File: config.mk
export PLATFORM = sky130hd
export DESIGN_NAME = div_unit
export DESIGN_NICKNAME = d
export VERILOG_FILES = /design/src/rtl/div_pkg.sv /design/src/rtl/div_step.sv /design/src/rtl/div_unit.sv
export SDC_FILE = /design/constraint.sdc
export NUM_CORES = 1
export LEC_CHECK = 0
export ABC_AREA = 1
export BUFFER_PORTS_ARGS = -buffer_cell sky130_fd_sc_hd__buf_2
export CAP_MARGIN = 20
export CORE_UTILIZATION = 30
export DETAILED_ROUTE_END_ITERATION = 10
export PLACE_DENSITY_LB_ADDON = 0.1
export SLEW_MARGIN = 0
export SYNTH_ARGS = -nofsm -noshare
export SYNTH_HDL_FRONTEND = slang
export SYNTH_HIERARCHICAL = 1
export SYNTH_SLANG_ARGS = --single-unit
File: constraint.sdc
create_clock -name clk -period 3.7 [get_ports clk]
set_clock_uncertainty 0.2 [all_clocks]
set_input_delay 0.185 -clock clk [delete_from_list [all_inputs] [get_ports clk]]
set_output_delay 0.185 -clock clk [all_outputs]
set_load 0.1 [all_outputs]
File: src/rtl/div_pkg.sv
// Shared types and constants for the iterative restoring divider.
// The FSM encoding and the default operand width live here.
package div_pkg;

  typedef enum logic [1:0] {
    IDLE = 2'd0,
    ITER = 2'd1,
    DONE = 2'd2
  } div_state_t;

  localparam int DIV_LAT = 32;
  localparam int CNT_W   = $clog2(DIV_LAT);

endpackage

File: src/rtl/div_step.sv
// One radix-2 restoring step: shift in a dividend bit, trial-subtract the divisor.
// The shifted remainder is kept WIDTH+1 bits wide so divisors with the MSB set compare correctly.
module div_step #(
  parameter int WIDTH = 32
) (
  input  logic [WIDTH-1:0] i_rem,
  input  logic             i_dvd_msb,
  input  logic [WIDTH-1:0] i_dvs,
  output logic [WIDTH-1:0] o_rem,
  output logic             o_qbit
);

  logic [WIDTH:0] w_shift;
  logic [WIDTH:0] w_diff;

  assign w_shift = {i_rem, i_dvd_msb};
  assign w_diff  = w_shift - {1'b0, i_dvs};

  // Remainder is always below the divisor, so a borrow out of the extra bit means shift < divisor.
  assign o_qbit = ~w_diff[WIDTH];
  assign o_rem  = o_qbit ? w_diff[WIDTH-1:0] : w_shift[WIDTH-1:0];

endmodule

File: src/rtl/div_unit.sv
// Iterative signed/unsigned 32-cycle restoring divider for DIV/DIVU.
// Quotient is returned on Lo and remainder on Hi, held while validIn stays high.
module div_unit
  import div_pkg::*;
#(
  parameter int WIDTH = DIV_LAT
) (
  input  logic             clk,
  input  logic             rst_n,
  input  logic             validIn,
  input  logic             sign,
  input  logic [WIDTH-1:0] SrcA,
  input  logic [WIDTH-1:0] SrcB,
  output logic             validOut,
  output logic             busy,
  output logic             divByZero,
  output logic [WIDTH-1:0] Hi,
  output logic [WIDTH-1:0] Lo
);

  localparam int            CW       = $clog2(WIDTH);
  localparam logic [CW-1:0] LAST_CNT = CW'(WIDTH - 1);

  div_state_t       r_state;
  div_state_t       w_next;
  logic [WIDTH-1:0] r_rem;
  logic [WIDTH-1:0] r_dvd;
  logic [WIDTH-1:0] r_dvs;
  logic [WIDTH-1:0] r_hi;
  logic [WIDTH-1:0] r_lo;
  logic [CW-1:0]    r_count;
  logic             r_neg_a;
  logic             r_neg_b;
  logic             r_dbz;

  logic             w_capture;
  logic             w_step;
  logic             w_last;
  logic             w_neg_a;
  logic             w_neg_b;
  logic             w_qbit;
  logic [WIDTH-1:0] w_abs_a;
  logic [WIDTH-1:0] w_abs_b;
  logic [WIDTH-1:0] w_rem_nxt;
  logic [WIDTH-1:0] w_q_fin;
  logic [WIDTH-1:0] w_lo_fix;
  logic [WIDTH-1:0] w_hi_fix;

  assign w_capture = (r_state == IDLE) && validIn;
  assign w_step    = (r_state == ITER) && validIn;
  assign w_last    = w_step && (r_count == LAST_CNT);

  assign w_neg_a = sign & SrcA[WIDTH-1];
  assign w_neg_b = sign & SrcB[WIDTH-1];
  assign w_abs_a = w_neg_a ? ('0 - SrcA) : SrcA;
  assign w_abs_b = w_neg_b ? ('0 - SrcB) : SrcB;

  div_step #(.WIDTH(WIDTH)) u_step (
    .i_rem     (r_rem),
    .i_dvd_msb (r_dvd[WIDTH-1]),
    .i_dvs     (r_dvs),
    .o_rem     (w_rem_nxt),
    .o_qbit    (w_qbit)
  );

  // Fixup works on the values produced by the final step, so the result lands on the same edge.
  assign w_q_fin  = {r_dvd[WIDTH-2:0], w_qbit};
  assign w_lo_fix = (r_neg_a ^ r_neg_b) ? ('0 - w_q_fin) : w_q_fin;
  assign w_hi_fix = r_neg_a ? ('0 - w_rem_nxt) : w_rem_nxt;

  always_ff @(posedge clk or negedge rst_n) begin
    if (!rst_n) begin
      r_state <= IDLE;
    end else begin
      r_state <= w_next;
    end
  end

  always_comb begin
    w_next = r_state;
    case (r_state)
      IDLE:    if (validIn) w_next = ITER;
      ITER: begin
        if (!validIn)    w_next = IDLE;
        else if (w_last) w_next = DONE;
      end
      DONE:    if (!validIn) w_next = IDLE;
      default: w_next = IDLE;
    endcase
  end

  always_comb begin
    validOut  = 1'b0;
    busy      = 1'b0;
    divByZero = 1'b0;
    case (r_state)
      ITER:    busy = 1'b1;
      DONE: begin
        validOut  = 1'b1;
        divByZero = r_dbz;
      end
      default: ;
    endcase
  end

  assign Hi = r_hi;
  assign Lo = r_lo;

  always_ff @(posedge clk or negedge rst_n) begin
    if (!rst_n) begin
      r_rem   <= '0;
      r_dvd   <= '0;
      r_dvs   <= '0;
      r_count <= '0;
      r_neg_a <= 1'b0;
      r_neg_b <= 1'b0;
      r_dbz   <= 1'b0;
      r_hi    <= '0;
      r_lo    <= '0;
    end else if (w_capture) begin
      r_rem   <= '0;
      r_dvd   <= w_abs_a;
      r_dvs   <= w_abs_b;
      r_count <= '0;
      r_neg_a <= w_neg_a;
      r_neg_b <= w_neg_b;
    end else if (w_step) begin
      r_rem   <= w_rem_nxt;
      r_dvd   <= {r_dvd[WIDTH-2:0], w_qbit};
      r_count <= r_count + 1'b1;
      if (w_last) begin
        r_lo  <= w_lo_fix;
        r_hi  <= w_hi_fix;
        r_dbz <= (r_dvs == '0);
      end
    end
  end

endmodule

==> results.sh <==
export IMPL_status="finished clean"
export IMPL_post_route_period_util_pct=96.5
export IMPL_fmax_mhz=280
export IMPL_slowest_stage="dfrtp_1"
export IMPL_synthesis_area_sq_um=13400
export IMPL_clockBufferDepth=2
export IMPL_dieHeight_um=213
export IMPL_route_detailed_drc=0
export IMPL_dieArea_sq_um=45400
export IMPL_syn_avg_cell_area_sq_um=6.28
export IMPL_drv_slew=0
export IMPL_ioPinCount=135
export IMPL_coreArea_sq_um=43600
export IMPL_ys_top_cells_by_area="dfrtp_1, nand2_1, inv_1"
export IMPL_synth_adder_area_share_pct=3.71
export IMPL_vias_per_cell=4.79
export IMPL_worst_path_largest_cell_delay_ns=0.41
export IMPL_wire_per_inst_um=17.1
export IMPL_cts_sinks=170
export IMPL_finalCriticalPeriod_ns=3.57
export IMPL_yosys_area_share_xor_xnor_pct=4.65
export IMPL_synth_largest_area_cell="dfrtp_1"
export IMPL_hold_path_startpoint="SrcB[8]"
export IMPL_synth_seq_cells=170
export IMPL_synth_async_sr_flop_share_pct=100
export IMPL_path_buf_inv=4
export IMPL_final_common_cell="nand2_1"
export IMPL_worst_setup_path_start_kind="register"
export IMPL_crit_top_cell="nand2_1"
export IMPL_yosys_area_share_simple_pct=39.5
export IMPL_final_cell_mix="nand2_1, inv_1, dfrtp_1"
export IMPL_clkTransAtPathRegs_ns=0.07
export IMPL_place_gp_congestion=0.921
export IMPL_vias=14100
export IMPL_syn2layout_area_growth_pct=23.5
export IMPL_slew_headroom_pct=36.1
export IMPL_fin_nets=2453
export IMPL_power_density_nw_per_um2=700
export IMPL_grt_max_degree=98
export IMPL_drive_gt1_share_pct=15.6
export IMPL_hold_path_cell_count=4
export IMPL_path_class="register to register"
export IMPL_ant_nets=0
export IMPL_dp_final_hpwl_um=39700
export IMPL_cpLargestDelayFamily="simple AND/OR/NAND/NOR gates"
export IMPL_yosys_warnings=6
export IMPL_cap_violations=0
export IMPL_cts_tree="built"
export IMPL_initialDrtViolationCount=1161
export IMPL_syn_nets=2237
export IMPL_whs_ns=0.0285
export IMPL_r2r_start="r_dvs[30]$_DFFE_PN0P_"
export IMPL_worst_pin_slew_ns=0.958
export IMPL_cts_buffers=17
export IMPL_die_w_um=213
export IMPL_r2r_setup_slack_ns=0.13
export IMPL_setup_violations=0
export IMPL_end_kind="register"
export IMPL_p_leak_nw=8.88
export IMPL_synth_cell_type_count=47
export IMPL_wirelength_um=50200
export IMPL_syn_inst=2130
export IMPL_layout_setup_ws_ns=0.131
export IMPL_antenna_found_initial=2
export IMPL_dr_pass1_iters=5
export IMPL_hp_class="input pin to register"
export IMPL_start_util_pct=30.7
export IMPL_synth_compound_area_share_pct=9.73
export IMPL_synth_mux_area_fraction_pct=0
export IMPL_crit_path_max_fanout=14
export IMPL_synth_top_family_by_area="simple AND/OR/NAND/NOR gates"
export IMPL_htree_levels=4
export IMPL_rows=76
export IMPL_synth_edf_count=0
export IMPL_numPortBuffers=134
export IMPL_hold_viol=0
export IMPL_track_usage_pct=22.4
export IMPL_r2r_end="Hi[29]$_DFFE_PN0P_"
export IMPL_clock_latency_ns=0.45
export IMPL_ir_drop_v=0.000463
export IMPL_pre_cts_slack_ns=0.0131
export IMPL_grt_pass1_vias=13400
export IMPL_holdPathEnd="r_dvs[8]$_DFFE_PN0P_"
export IMPL_cts_root_buf="clkbuf_16"
export IMPL_ys_seq_area_share_pct=31.8
export IMPL_crit_chain="inv_1 > ha_1 > nand2_1 > a21oi_1 > nor2_1 > nand2_1 > a21oi_4 > nand2_4 > nand2_4 > nand2_8 > buf_12 > buf_4 > nand2_1 > nand2_1 > nor3_2 > buf_4 > nand3_1 > nand3b_1 > nand2_1 > nand2_1 > nand3_1 > nand2_1"
export IMPL_cp_required_ns=3.83
export IMPL_cp_arrival_ns=3.70
export IMPL_synth_flop_cell="dfrtp_1"
export IMPL_grt_pass1_wl_um=77200
export IMPL_ff2ff_path_depth=22
export IMPL_gr_total_overflow=0
export IMPL_synth_top_area_share_pct=31.8
[per-layer routing]
| layer | vias up | part of all wire, % | GRT usage, % |
|---|---|---|---|
| li1 | 7126 | - | - |
| met1 | 6615 | 50 | 32.9 |
| met2 | 339 | 43 | 34.3 |
| met3 | 41 | 4.5 | 3.06 |
| met4 | 0 | 1.7 | 5.33 |
| met5 | - | 0 | 0 |
[report_power, final]
part	total [W]	internal, W	switching [W]	leakage (nW)
clock	0.00178	0.000959	0.000821	0.270
combinational	0.00724	0.00253	0.00472	6.38
sequential	0.00253	0.00215	0.000380	2.23
[Yosys cell counts, types with 10 or more instances]
master and instances:
a21oi_1 39, buf_4 13, nor2_1 181, ha_1 38, nand4_1 37, nand2_1 810, nand2_2 16, dfrtp_1 170
buf_2 17, nand3_1 165, inv_1 276, xor2_1 63, inv_2 10, o21ai_0 154, clkbuf_1 22
[repair_timing]
action                     in CTS  in global routing
setup endpoints to repair       2                 41
hold buffers                   55                  0
resized for setup               1                 96
cloned                          0                  3
pin swaps                       1                 26
hold endpoints to repair      105                  0
buffers inserted                1                 13
[worst min-delay path, stage by stage]
cell and delay [ns]:
buf_2 0.10, inv_1 0.10, xor2_1 0.10, o21ai_0 0.14
[kinds of logic after synthesis]
kind of cell / after synthesis
adder cells (fa/ha/maj): 39
buffers and inverters: 347
AND/OR/NAND/NOR: 1264
AO/OA/AOI/OAI: 239
XOR/XNOR: 71
flip-flops: 170
[registers in the layout, indices dropped and copies added (netlist names), 2 cells and up]
register	flops
Lo	32
Hi	32
r_state	2
r_count	5
r_dvd	32
r_rem	32
r_dvs	32
[stage by stage]
step / TNS (ns) / utilization [%] / power [W] / cell area [sq um] / std cells
2_1_floorplan: 0 / - / 0.00666 / 13400 / 2130
5_1_grt: -0.167 / 37.9 / 0.0125 / 16500 / 2944
3_5_place_dp: 0 / 34.2 / 0.00892 / 14900 / 2840
4_1_cts: 0 / 36.8 / 0.0108 / 16000 / 2928
3_3_place_gp: 0 / 34.2 / 0.00893 / 14900 / 2840
6_report: 0 / 37.9 / 0.0116 / 16500 / 2945
[area by class of cell]
class,instances,area [sq um]
Clock inverter,10,80.1
Antenna cell,1,2.50
Timing Repair Buffer,254,1790
Sequential cell,170,4250
Multi-Input combinational cell,1615,8080
Inverter,288,1090
Fill cell,4819,27000
Clock buffer,22,494
Tap cell,585,732
[worst max path at each step]
stage | slack (ns) | endpoint | cells past startpoint | start
floorplan | 0.35 | Hi[18]$_DFFE_PN0P_ | 24 | r_dvd[31]$_DFFE_PN0P_
global route | -0.05 | Hi[26]$_DFFE_PN0P_ | 21 | r_dvs[20]$_DFFE_PN0P_
global placement | 0.06 | Lo[28]$_DFFE_PN0P_ | 22 | r_dvs[0]$_DFFE_PN0P_
CTS | 0.02 | Hi[29]$_DFFE_PN0P_ | 24 | r_dvs[0]$_DFFE_PN0P_
detailed placement | 0.01 | Lo[30]$_DFFE_PN0P_ | 22 | r_dvs[0]$_DFFE_PN0P_
finish | 0.13 | Hi[29]$_DFFE_PN0P_ | 22 | r_dvs[30]$_DFFE_PN0P_
(Power assumes the default switching activity.)
